### config.mk
export PLATFORM = sky130hd
export DESIGN_NAME = mio_bus
export DESIGN_NICKNAME = d
export VERILOG_FILES = /design/src/rtl/mio_bus.sv
export SDC_FILE = /design/constraint.sdc
export NUM_CORES = 1
export LEC_CHECK = 0
export ABC_AREA = 1
export CORE_MARGIN = 8
export CORE_UTILIZATION = 44
export CTS_BUF_LIST = sky130_fd_sc_hd__clkbuf_2 sky130_fd_sc_hd__clkbuf_4 sky130_fd_sc_hd__clkbuf_8
export DETAILED_ROUTE_END_ITERATION = 6
export GPL_TIMING_DRIVEN = 1
export PLACE_DENSITY = 0.77
export REMOVE_ABC_BUFFERS = 1
export SYNTH_ARGS = -nofsm -noshare
export SYNTH_HDL_FRONTEND = slang
export SYNTH_SLANG_ARGS = --single-unit
### constraint.sdc
create_clock -name Clk_CPU -period 1.57 [get_ports Clk_CPU]
set_input_delay 0.2355 -clock Clk_CPU [delete_from_list [all_inputs] [get_ports Clk_CPU]]
set_output_delay 0.2355 -clock Clk_CPU [all_outputs]
set_load 0.05 [all_outputs]
### src/rtl/mio_bus.sv
// -----------------------------------------------------------------------------
// mio_bus : data-side bridge between the CPU MEM stage and memory/peripherals.
//
// Accesses whose address bits [31:28] equal PERIPH_TAG go to the on-block
// peripherals. All other accesses go to the external data RAM. The peripherals
// are an LED register, a synchronised switch input, and a 32-bit compare timer
// that drives the CPU interrupt request.
//
// Peripheral word map (cpu_addr[7:2]):
//   0x00 LED  R/W      0x04 SW   RO        0x08 CNT  R/W
//   0x0C CMP  R/W      0x10 CTRL R/W (bit0 EN, bit1 IE, bit2 AR)
//   0x14 STAT bit0 PEND, write-1-to-clear
//
// Ports:
//   Clk_CPU, rst          clock and synchronous active-high reset
//   cpu_addr/cpu_wdata    CPU byte address and store data
//   cpu_mem_w/cpu_wea     CPU store strobe and byte-lane enables
//   cpu_rdata             combinational load data back to the CPU
//   ram_addr/ram_din/ram_we/ram_dout   external RAM interface
//   sw_in                 asynchronous switch inputs
//   led_out               LED register
//   INT                   registered timer interrupt request
// -----------------------------------------------------------------------------
module mio_bus #(
   parameter int unsigned RAM_ADDR_W = 10,
   parameter int unsigned LED_W      = 16,
   parameter int unsigned SW_W       = 16,
   parameter logic [3:0]  PERIPH_TAG = 4'hF
) (
   input  logic                  Clk_CPU,
   input  logic                  rst,
   input  logic [31:0]           cpu_addr,
   input  logic [31:0]           cpu_wdata,
   input  logic                  cpu_mem_w,
   input  logic [3:0]            cpu_wea,
   output logic [31:0]           cpu_rdata,
   output logic [RAM_ADDR_W-1:0] ram_addr,
   output logic [31:0]           ram_din,
   output logic [3:0]            ram_we,
   input  logic [31:0]           ram_dout,
   input  logic [SW_W-1:0]       sw_in,
   output logic [LED_W-1:0]      led_out,
   output logic                  INT
);

   localparam logic [5:0] OFF_LED  = 6'h00;
   localparam logic [5:0] OFF_SW   = 6'h01;
   localparam logic [5:0] OFF_CNT  = 6'h02;
   localparam logic [5:0] OFF_CMP  = 6'h03;
   localparam logic [5:0] OFF_CTRL = 6'h04;
   localparam logic [5:0] OFF_STAT = 6'h05;

   // Replace the byte lanes selected by be with the corresponding lanes of new_v.
   function automatic logic [31:0] lane_merge(input logic [31:0] old_v,
                                              input logic [31:0] new_v,
                                              input logic [3:0]  be);
      logic [31:0] res;
      res = old_v;
      for (int b = 0; b < 4; b++) begin
         if (be[b]) res[8*b +: 8] = new_v[8*b +: 8];
      end
      return res;
   endfunction

   logic [LED_W-1:0] led_q, led_d;
   logic [31:0]      cnt_q, cnt_d;
   logic [31:0]      cmp_q, cmp_d;
   logic [2:0]       ctrl_q, ctrl_d;
   logic             pend_q, pend_d;
   logic             int_q, int_d;
   logic [SW_W-1:0]  sw_s1_q, sw_s2_q;

   logic       periph;
   logic [5:0] off;
   logic       wr;
   logic       en, ie, ar;
   logic       match;

   // Address bits outside the decoded fields alias freely.
   logic unused_addr;
   assign unused_addr = ^{cpu_addr[27:8], cpu_addr[1:0]};

   assign periph = (cpu_addr[31:28] == PERIPH_TAG);
   assign off    = cpu_addr[7:2];
   assign wr     = cpu_mem_w & periph;

   assign en = ctrl_q[0];
   assign ie = ctrl_q[1];
   assign ar = ctrl_q[2];
   assign match = en && (cnt_q == cmp_q);

   assign ram_addr = cpu_addr[RAM_ADDR_W+1:2];
   assign ram_din  = cpu_wdata;
   assign ram_we   = (cpu_mem_w & ~periph) ? cpu_wea : 4'b0000;

   assign led_out = led_q;
   assign INT     = int_q;

   // Read mux: peripheral registers are presented combinationally in the
   // same MEM cycle, just like RAM data.
   always_comb begin
      cpu_rdata = ram_dout;
      if (periph) begin
         case (off)
            OFF_LED:  cpu_rdata = 32'(led_q);
            OFF_SW:   cpu_rdata = 32'(sw_s2_q);
            OFF_CNT:  cpu_rdata = cnt_q;
            OFF_CMP:  cpu_rdata = cmp_q;
            OFF_CTRL: cpu_rdata = {29'd0, ctrl_q};
            OFF_STAT: cpu_rdata = {31'd0, pend_q};
            default:  cpu_rdata = 32'd0;
         endcase
      end
   end

   // Next-state logic for the peripheral registers.
   always_comb begin
      led_d  = led_q;
      cnt_d  = cnt_q;
      cmp_d  = cmp_q;
      ctrl_d = ctrl_q;
      pend_d = pend_q;
      int_d  = pend_q & ie;

      if (wr && off == OFF_LED)
         led_d = LED_W'(lane_merge(32'(led_q), cpu_wdata, cpu_wea));
      if (wr && off == OFF_CMP)
         cmp_d = lane_merge(cmp_q, cpu_wdata, cpu_wea);
      if (wr && off == OFF_CTRL && cpu_wea[0])
         ctrl_d = cpu_wdata[2:0];

      // A CPU write to CNT takes priority over counting.
      if (wr && off == OFF_CNT)
         cnt_d = lane_merge(cnt_q, cpu_wdata, cpu_wea);
      else if (en)
         cnt_d = (match && ar) ? 32'd0 : cnt_q + 32'd1;

      // A match in the same cycle as a W1C keeps PEND set.
      if (match)
         pend_d = 1'b1;
      else if (wr && off == OFF_STAT && cpu_wea[0] && cpu_wdata[0])
         pend_d = 1'b0;
   end

   always_ff @(posedge Clk_CPU) begin
      if (rst) begin
         led_q   <= '0;
         cnt_q   <= '0;
         cmp_q   <= '0;
         ctrl_q  <= '0;
         pend_q  <= 1'b0;
         int_q   <= 1'b0;
         sw_s1_q <= '0;
         sw_s2_q <= '0;
      end else begin
         led_q   <= led_d;
         cnt_q   <= cnt_d;
         cmp_q   <= cmp_d;
         ctrl_q  <= ctrl_d;
         pend_q  <= pend_d;
         int_q   <= int_d;
         // Two-flop synchroniser for the asynchronous switches.
         sw_s1_q <= sw_in;
         sw_s2_q <= sw_s1_q;
      end
   end

endmodule

Word-level counts from Yosys, hierarchy flattened
Cells that the tools add are included.
{"block": "word_totals", "out_inout_bits": 95, "reg_bits": 117, "in_bits": 119}
{"block": "classes", "n_eq_ne": 11, "muxes": 12, "add_sub_neg": 1, "bitwise_logic": 4, "reduce_logical": 23}
{"cell": "$pmux 32 s6", "count": 1}
{"cell": "$mux 32", "count": 4}
{"cell": "$add 32x1->32 const B", "count": 1}
{"cell": "$eq 32x32->1", "count": 1}
{"cell": "$mux 8", "count": 4}
{"cell": "$reduce_and 2->1", "count": 10}
{"cell": "$eq 6x2->1 const B", "count": 2}
{"cell": "$eq 6x3->1 const B", "count": 2}
{"cell": "$logic_and 1x1->1", "count": 10}
{"cell": "$ne 2x2->1 const B", "count": 4}
{"cell": "$eq 6x1->1 const B", "count": 1}
{"cell": "$logic_not 6->1", "count": 1}
{"cell": "$eq 4x4->1 const B", "count": 1}
{"cell": "$mux 4", "count": 1}
{"cell": "$reduce_bool 2->1", "count": 2}
{"cell": "$and 1x1->1", "count": 3}
{"cell": "$mux 1", "count": 2}
{"cell": "$not 1->1", "count": 1}

Longest topological paths before layout
Gate-level depths: netlist of the first run.
{"block": "depth", "word_depth": 7, "depth_mapped": 13, "mapped_depth_nobuf": 12}

Least setup slack after synthesis of the first run
Ideal clock, no wire load.
{"block": "synth_path", "path_type": "input port to output port", "startpoint": "input cpu_addr[5]", "endpoint": "output cpu_rdata[10]", "stages": 6, "path_buffers": 1, "path_slack_ns": -0.788, "t_required_ns": 1.334, "t_arrival_ns": 2.122, "path_cell_list": "nor2_4 nand4_2 inv_2 clkbuf_1 a221oi_1 o21ai_0"}
{"block": "synth_between", "elab_chain_len": 3, "elab_cells_between_ends": 8, "classes_between": "5 x eq/ne; 2 x mux; 1 x reduce/logical"}
{"item": "start: declaration", "line_no": "32", "text": "input logic [31:0] cpu_addr,"}
{"item": "$eq 6x3->1 (tied with other cells)", "line_no": "104", "text": "case (off)"}
{"item": "$pmux 32 s6 *", "line_no": "104"}
{"item": "$mux 32 *", "line_no": "103", "text": "if (periph) begin"}
{"item": "end: declaration", "line_no": "36", "text": "output logic [31:0] cpu_rdata,"}
Every way passes the cells marked *; elsewhere a longest branch is shown, timed or not.

Final worst setup path of the first run
{"block": "layout_path", "startpoint": "register cnt_q[7]", "endpoint": "register cnt_q[7]"}
{"block": "layout_between", "elab_chain_len": 6, "elab_cells_between_ends": 7, "classes_between": "1 x add/sub; 1 x eq/ne; 3 x mux; 2 x reduce/logical"}
{"item": "start: declaration", "line_no": "66", "text": "logic [31:0] cnt_q, cnt_d;"}
{"item": "start signal: assignment", "line_no": "157", "text": "cnt_q <= cnt_d;"}
{"item": "branches (longest 3 deep; another with $add 32x1->32)"}
{"item": "$mux 32 *", "line_no": "136", "text": "cnt_d = (match && ar) ? 32'd0 : cnt_q + 32'd1;"}
{"item": "$mux 32 *", "line_no": "135", "text": "else if (en)"}
{"item": "$mux 32 *", "line_no": "133", "text": "if (wr && off == OFF_CNT)"}
Every way passes the cells marked *. The select of a mux whose other input is x is not followed.
A chain may end at the register's enable or synchronous reset.

==> impl_metrics.csv, run 1 <==
group,metric,value,unit
worst_setup_path,cp.arrival,2530,ps
power,p_leak,0.005182,uW
sta,period_share,1.383,
clock_network,cts_sinks,117,
run,cap_violations,0,
synthesis,synth_top_family_by_area,"simple AND/OR/NAND/NOR gates",
die,core_area,15830,sq um
route,postRouteWirelength,33590,um
sta,setup-violations-final,75,
final_layout,post-route-util,0.7968,
global_routing,overflow,0,
clock_network,cts.path.max_buffers,2,
sta,hold_ws,258.3,ps
sta,tightest_slew,448.4,ps
synthesis,yosysSeqAreaShare,0.3307,
worst_setup_path,worstPathMaxFanout,8,
final_layout,layout_common_cells,"nand2_1, buf_4, nor2_1, inv_1, o21ai_0",
sta,skew,17.03,ps
global_routing,grtUsageTotal,0.2839,
final_layout,fin_nets,1551,
worst_setup_path,crit_top_cell,"nand2_1",
final_layout,fin_cells,1660,
power,vdd_drop_max,0.0005745,V
die,die_h,142.9,um
min_path,hold_class,"primary input to flop",
global_routing,grt_pass1_wl,45870,um
route,dr.pass1.iters,7,
final_layout,area_growth,78.06,%
worst_setup_path,crit_family,"simple AND/OR/NAND/NOR gates",
synthesis,synth_adder_area_share,0.001766,
die,num_rows,46,
status,violations,"DRC, setup timing",
die,ios,214,
route,drcViolationCount,30,
synthesis,synthMuxAreaShare,0,
synthesis,synth_area,7083,sq um
clock_network,cts_made_buffers,17,
worst_setup_path,critical_path.cell_chain,"buf_4 -> buf_4 -> nand2_1 -> nand2_1 -> nor2_1 -> nand4_1 -> nor2_2 -> nand3_4 -> buf_12 -> clkbuf_16 -> nand2_1 -> a21oi_1",
power,power_per_cell_area,590.6,nW/um^2
final_layout,layout_commonest_cell,"nand2_1",
synthesis,avgSynthCellArea,6.387,sq um
clock_network,clk_latency,480,ps
synthesis,ys.warnings.count,0,
global_routing,grt_pass1_vias,8946,
clock_network,htree_levels,4,
route,dr.first_iter.drc_count,1336,
sta,hold_violations,0,
min_path,hold_path_depth,3,
route,vias,9518,
final_layout,drive_gt1_frac,0.4024,
worst_setup_path,worstSetupPathType,"flop to flop",
synthesis,synth_xor_area_frac,0.01113,
synthesis,yosys_register_bits,117,
synthesis,synth.distinct_cells,40,
route,ant_nets,0,
status,status,"complete, but fails checks",
sta,relSlewSlack,0.7011,
worst_setup_path,critPathMaxStageDelay,350,ps
die,dieArea,20410,sq um
worst_setup_path,crit_slowest_cell,"dfxtp_4",
synthesis,synth-simple-area-share,0.2750,
worst_setup_path,end_kind,"flop",
sta,slew_viol_final,0,
worst_setup_path,required,1930,ps
route,vias_per_cell,5.734,
placement,dp.cells,1580,
global_routing,antenna_found_initial,0,
worst_setup_path,rr_worst_depth,12,
global_routing,grt_start_max_net_pins,78,
sta,setup_tns,-26490,ps
clock_network,clk_pin_slew,90,ps
worst_setup_path,cp.depth,12,
sta,period_minus_slack,2171,ps
placement,post-place-ws,-760.0,ps
final_layout,diodes,0,
clock_network,hold_buffers,0,
worst_setup_path,critPathBufInv,4,
worst_setup_path,worstSetupStartpointType,"flop",
clock_network,root_buffer,"clkbuf_8",
synthesis,synth_compound_area_frac,0.2240,
route,post_drt_wl_per_cell,20.24,um
placement,hpwl,19100,um
die,die_w,142.9,um
sta,fmax,460.5,MHz
die,initial_core_util,0.4475,
sta,setup_ws,-601.4,ps
clock_network,tritoncts,"yes",
placement,gp_congestion,0.9698,
synthesis,synthCells,1109,
sta,rsz0062_at_grt,"true",
placement,portBuffers,187,
sequential cells by signal, summed over array words and instances (netlist names):
signal and flops:
cmp_q 32, cnt_q 32, led_out 16, sw_s1_q 16, sw_s2_q 16, ctrl_q 3
INT 1, pend_q 1
layout make-up:
type	count	area, sq um
Fill cell	877	3216
Tap cell	216	270.3
Clock inverter	14	138.9
Timing Repair Buffer	394	4527
Clock buffer	18	247.7
Multi-Input combinational cell	757	4476
Sequential cell	117	2390
Inverter	144	563.0
tightest hold or removal path, cell delays in order:
cell and delay (ps):
clkdlybuf4s50_1 390, inv_1 50, nor2_1 30
cells by family (layout without fill, tap and decap cells):
family	count (synthesis)	in the layout
adders and majority gates	1	1
and+or+nand+nor	455	455
buffers and inverters	235	570
AOI/OAI and AO/OA	292	292
DFF	117	117
xor gates and xnor gates	9	9
cells in the mapped netlist, drive strengths merged:
| cell type | number | area share |
|---|---|---|
| a211oi | 14 | 0.015 |
| a21boi | 1 | 0.0011 |
| a21oi | 91 | 0.064 |
| a221oi | 5 | 0.0062 |
| a22oi | 19 | 0.020 |
| a31oi | 1 | 0.00088 |
| and2 | 1 | 0.00088 |
| and3 | 2 | 0.0018 |
| buf | 63 | 0.065 |
| clkbuf | 28 | 0.016 |
| dfxtp | 117 | 0.33 |
| ha | 1 | 0.0018 |
| inv | 144 | 0.076 |
| nand2 | 242 | 0.13 |
| nand3 | 16 | 0.012 |
| nand4 | 12 | 0.014 |
| nor2 | 166 | 0.10 |
| nor3 | 14 | 0.011 |
| nor4 | 2 | 0.0018 |
| o21ai | 151 | 0.11 |
| o221ai | 1 | 0.0012 |
| o22ai | 8 | 0.0071 |
| o31ai | 1 | 0.0011 |
| xnor2 | 4 | 0.0049 |
| xor2 | 5 | 0.0062 |
per-stage QoR:
step / cell area [sq um] / power [uW]
finish: 12610 / 7449
global route: 12610 / 7621
CTS: 12130 / 7316
detailed placement: 10590 / 4583
global placement: 10590 / 4567
floorplan: 6509 / 3441
what timing repair did:
item | in CTS | in global routing
buffers inserted | 46 | 10
endpoints found under the setup margin | 95 | 81
gates cloned | 6 | 2
pin swaps | 64 | 59
resized for setup | 263 | 128
power by group:
part | total [uW] | internal, uW | switching, uW
logic | 1610 | 774 | 834
clock network | 2830 | 1330 | 1500
registers | 3010 | 2990 | 18.3
total | 7450 | 5090 | 2350
metal layers:
metal	up-vias	wire [um]	track usage
met5	-	0	0
met4	0	2294	0.1644
met3	232	3910	0.07412
met2	745	15640	0.4587
met1	4324	11750	0.3347
li1	4217	-	-
final timing paths:
check        slack (ps)         end       start
max                -600    cnt_q[7]    cnt_q[7]
min                 260  sw_s1_q[6]    sw_in[6]
max reg2reg        -600    cnt_q[7]    cnt_q[7]
min reg2reg         410  sw_s2_q[7]  sw_s1_q[7]
No activity file was read; power rests on OpenSTA's default activity.
==> run 2, diff against run 1 <==
--- a/config.mk
+++ b/config.mk
@@ -6,8 +6,11 @@
 export NUM_CORES = 1
 export LEC_CHECK = 0
 export ABC_AREA = 1
+export ABC_CLOCK_PERIOD_IN_PS = 1570
+export CELL_PAD_IN_SITES_DETAIL_PLACEMENT = 0
+export CELL_PAD_IN_SITES_GLOBAL_PLACEMENT = 1
 export CORE_MARGIN = 8
-export CORE_UTILIZATION = 44
+export CORE_UTILIZATION = 30
 export CTS_BUF_LIST = sky130_fd_sc_hd__clkbuf_2 sky130_fd_sc_hd__clkbuf_4 sky130_fd_sc_hd__clkbuf_8
 export DETAILED_ROUTE_END_ITERATION = 6
 export GPL_TIMING_DRIVEN = 1
==> impl_metrics.csv, run 2 (synthesis results as in run 1) <==
group,metric,value,unit
min_path,hold_class,"primary input to flop",
power,power_per_cell_area,560.8,nW/um^2
placement,hpwl,20400,um
sta,setup-violations-final,65,
clock_network,cts.path.max_buffers,2,
worst_setup_path,required,1330,ps
route,dr.first_iter.drc_count,531,
die,core_area,23330,sq um
worst_setup_path,rr_worst_depth,11,
worst_setup_path,r2r_slack,-280,ps
route,ant_nets,0,
status,violations,"setup timing",
run,cap_violations,0,
final_layout,final_area,13180,sq um
clock_network,hold_buffers,0,
final_layout,area_growth,86.13,%
final_layout,layout_commonest_cell,"buf_4",
min_path,hold_path_depth,3,
clock_network,tritoncts,"yes",
placement,gp_congestion,0.8946,
sta,tightest_slew,424.6,ps
global_routing,grtUsageTotal,0.1925,
worst_setup_path,r2r-end,"cnt_q[13]",
sta,rsz0062_at_grt,"true",
die,num_rows,56,
final_layout,fin_nets,1581,
final_layout,fin_cells,1793,
route,vias_per_cell,4.781,
power,vdd_drop_max,0.0004816,V
worst_setup_path,worstSetupStartpointType,"flop",
placement,portBuffers,187,
global_routing,grt_pass1_wl,44020,um
power,p_leak,0.005398,uW
final_layout,diodes,0,
die,die_w,169.7,um
final_layout,regArea,2410,sq um
worst_setup_path,worstSetupPathType,"flop to output pin",
sta,hold_violations,0,
power,p_total,7393,uW
final_layout,layout_common_cells,"buf_4, nand2_1, nor2_1, inv_1, o21ai_0",
clock_network,htree_levels,4,
worst_setup_path,crit-reg2reg-launch,"cnt_q[4]",
final_layout,multi_input_area,4628,sq um
global_routing,grt_start_max_net_pins,41,
die,dieArea,28780,sq um
status,status,"complete, but fails checks",
final_layout,drive_gt1_frac,0.4342,
sta,period_share,1.202,
clock_network,clk_pin_slew,80,ps
clock_network,clk_latency,470,ps
route,vias,8573,
min_path,min_to,"sw_s1_q[2]",
sta,hold_ws,275.6,ps
sta,skew,18.38,ps
die,initial_core_util,0.3036,
worst_setup_path,cp.arrival,1650,ps
route,drcViolationCount,0,
worst_setup_path,end_kind,"output pin",
placement,dp.cells,1710,
min_path,holdCritStartpoint,"sw_in[2]",
clock_network,cts_sinks,117,
sta,setup_ws,-316.7,ps
placement,place_area,10950,sq um
sta,fmax,530.0,MHz
die,die_h,169.7,um
sta,slew_viol_final,0,
final_layout,top_regs,"cmp_q x32, cnt_q x32",
global_routing,grt_pass1_vias,8197,
sta,setup_tns,-14630,ps
route,post_drt_wl_per_cell,16.29,um
global_routing,overflow,0,
clock_network,root_buffer,"clkbuf_8",
global_routing,antenna_found_initial,0,
sta,relSlewSlack,0.7169,
worst_setup_path,worstPathMaxFanout,3,
clock_network,cts_made_buffers,17,
route,dr.pass1.iters,7,
final_layout,nFillCells,2128,
sta,period_minus_slack,1887,ps
route,postRouteWirelength,29210,um
die,ios,214,
## run 2: changes by cell type in the layout (fill, tap and decap cells not counted), moves of 5 or more
| cell | previous run | this run |
|---|---|---|
| a21oi_1 | 75 | 54 |
| a21oi_2 | 16 | 37 |
| buf_4 | 172 | 195 |
| buf_6 | 35 | 44 |
| clkinv_4 | 2 | 7 |
| dfxtp_4 | 6 | 12 |
| nand2_1 | 192 | 184 |
| nand2_2 | 35 | 21 |
| nand2_4 | 15 | 37 |
| nor2_2 | 21 | 28 |
| o21ai_1 | 36 | 41 |
## run 2: timing repair
action	in CTS	in global routing
setup buffers	36	20
endpoints found under the setup margin	89	80
gates resized for setup	261	208
pin swaps	49	65
cloned	5	3
hold endpoints to repair	0	0
## run 2: where the power goes
part	internal, uW	switching, uW
Combinational	802	797
Clock	1330	1460
Sequential	2980	13.8
Total	5120	2270
## run 2: routing by layer
metal,track usage,up-vias,part of all wire
li1,-,4274,-
met1,0.2426,3987,0.44
met4,0.04309,0,0.019
met2,0.3213,267,0.48
met5,0,-,0
met3,0.05350,45,0.065
## run 2: area by class of cell
cell class / instances / area share
Clock buffer: 18 / 0.01879
Tap cell: 319 / 0.03027
Timing Repair Buffer: 423 / 0.3631
Clock inverter: 14 / 0.01072
Inverter: 144 / 0.04271
Multi-Input combinational cell: 757 / 0.3510
Sequential cell: 117 / 0.1828
Timing Repair inverter: 1 / 0.0005694
## run 2: worst max-delay path by stage
stage / slack (ps) / end / depth (start not counted) / start
after floorplan: -1090 / cpu_rdata[10] / 7 / cpu_addr[5]
after global placement: -740 / cpu_rdata[3] / 10 / cpu_addr[3]
after detailed placement: -790 / cpu_rdata[9] / 10 / cpu_addr[3]
after CTS: -280 / cpu_rdata[0] / 6 / cnt_q[0]
after global routing: -400 / cpu_rdata[23] / 11 / cpu_addr[7]
final: -320 / cpu_rdata[0] / 4 / ctrl_q[0]
## run 2: per-stage QoR
step | setup slack (ps) | utilization
2_1_floorplan | -1095 | -
3_3_place_gp | -741.3 | 0.4693
3_5_place_dp | -789.8 | 0.4693
4_1_cts | -280.4 | 0.5280
5_1_grt | -400.9 | 0.5650
6_report | -316.7 | 0.5650
## run 2: critical path, cell delays in order (launching register included)
cell	delay, ps
dfxtp_1	410
buf_4	160
a21oi_1	80
a31oi_1	220
bufbuf_16	320
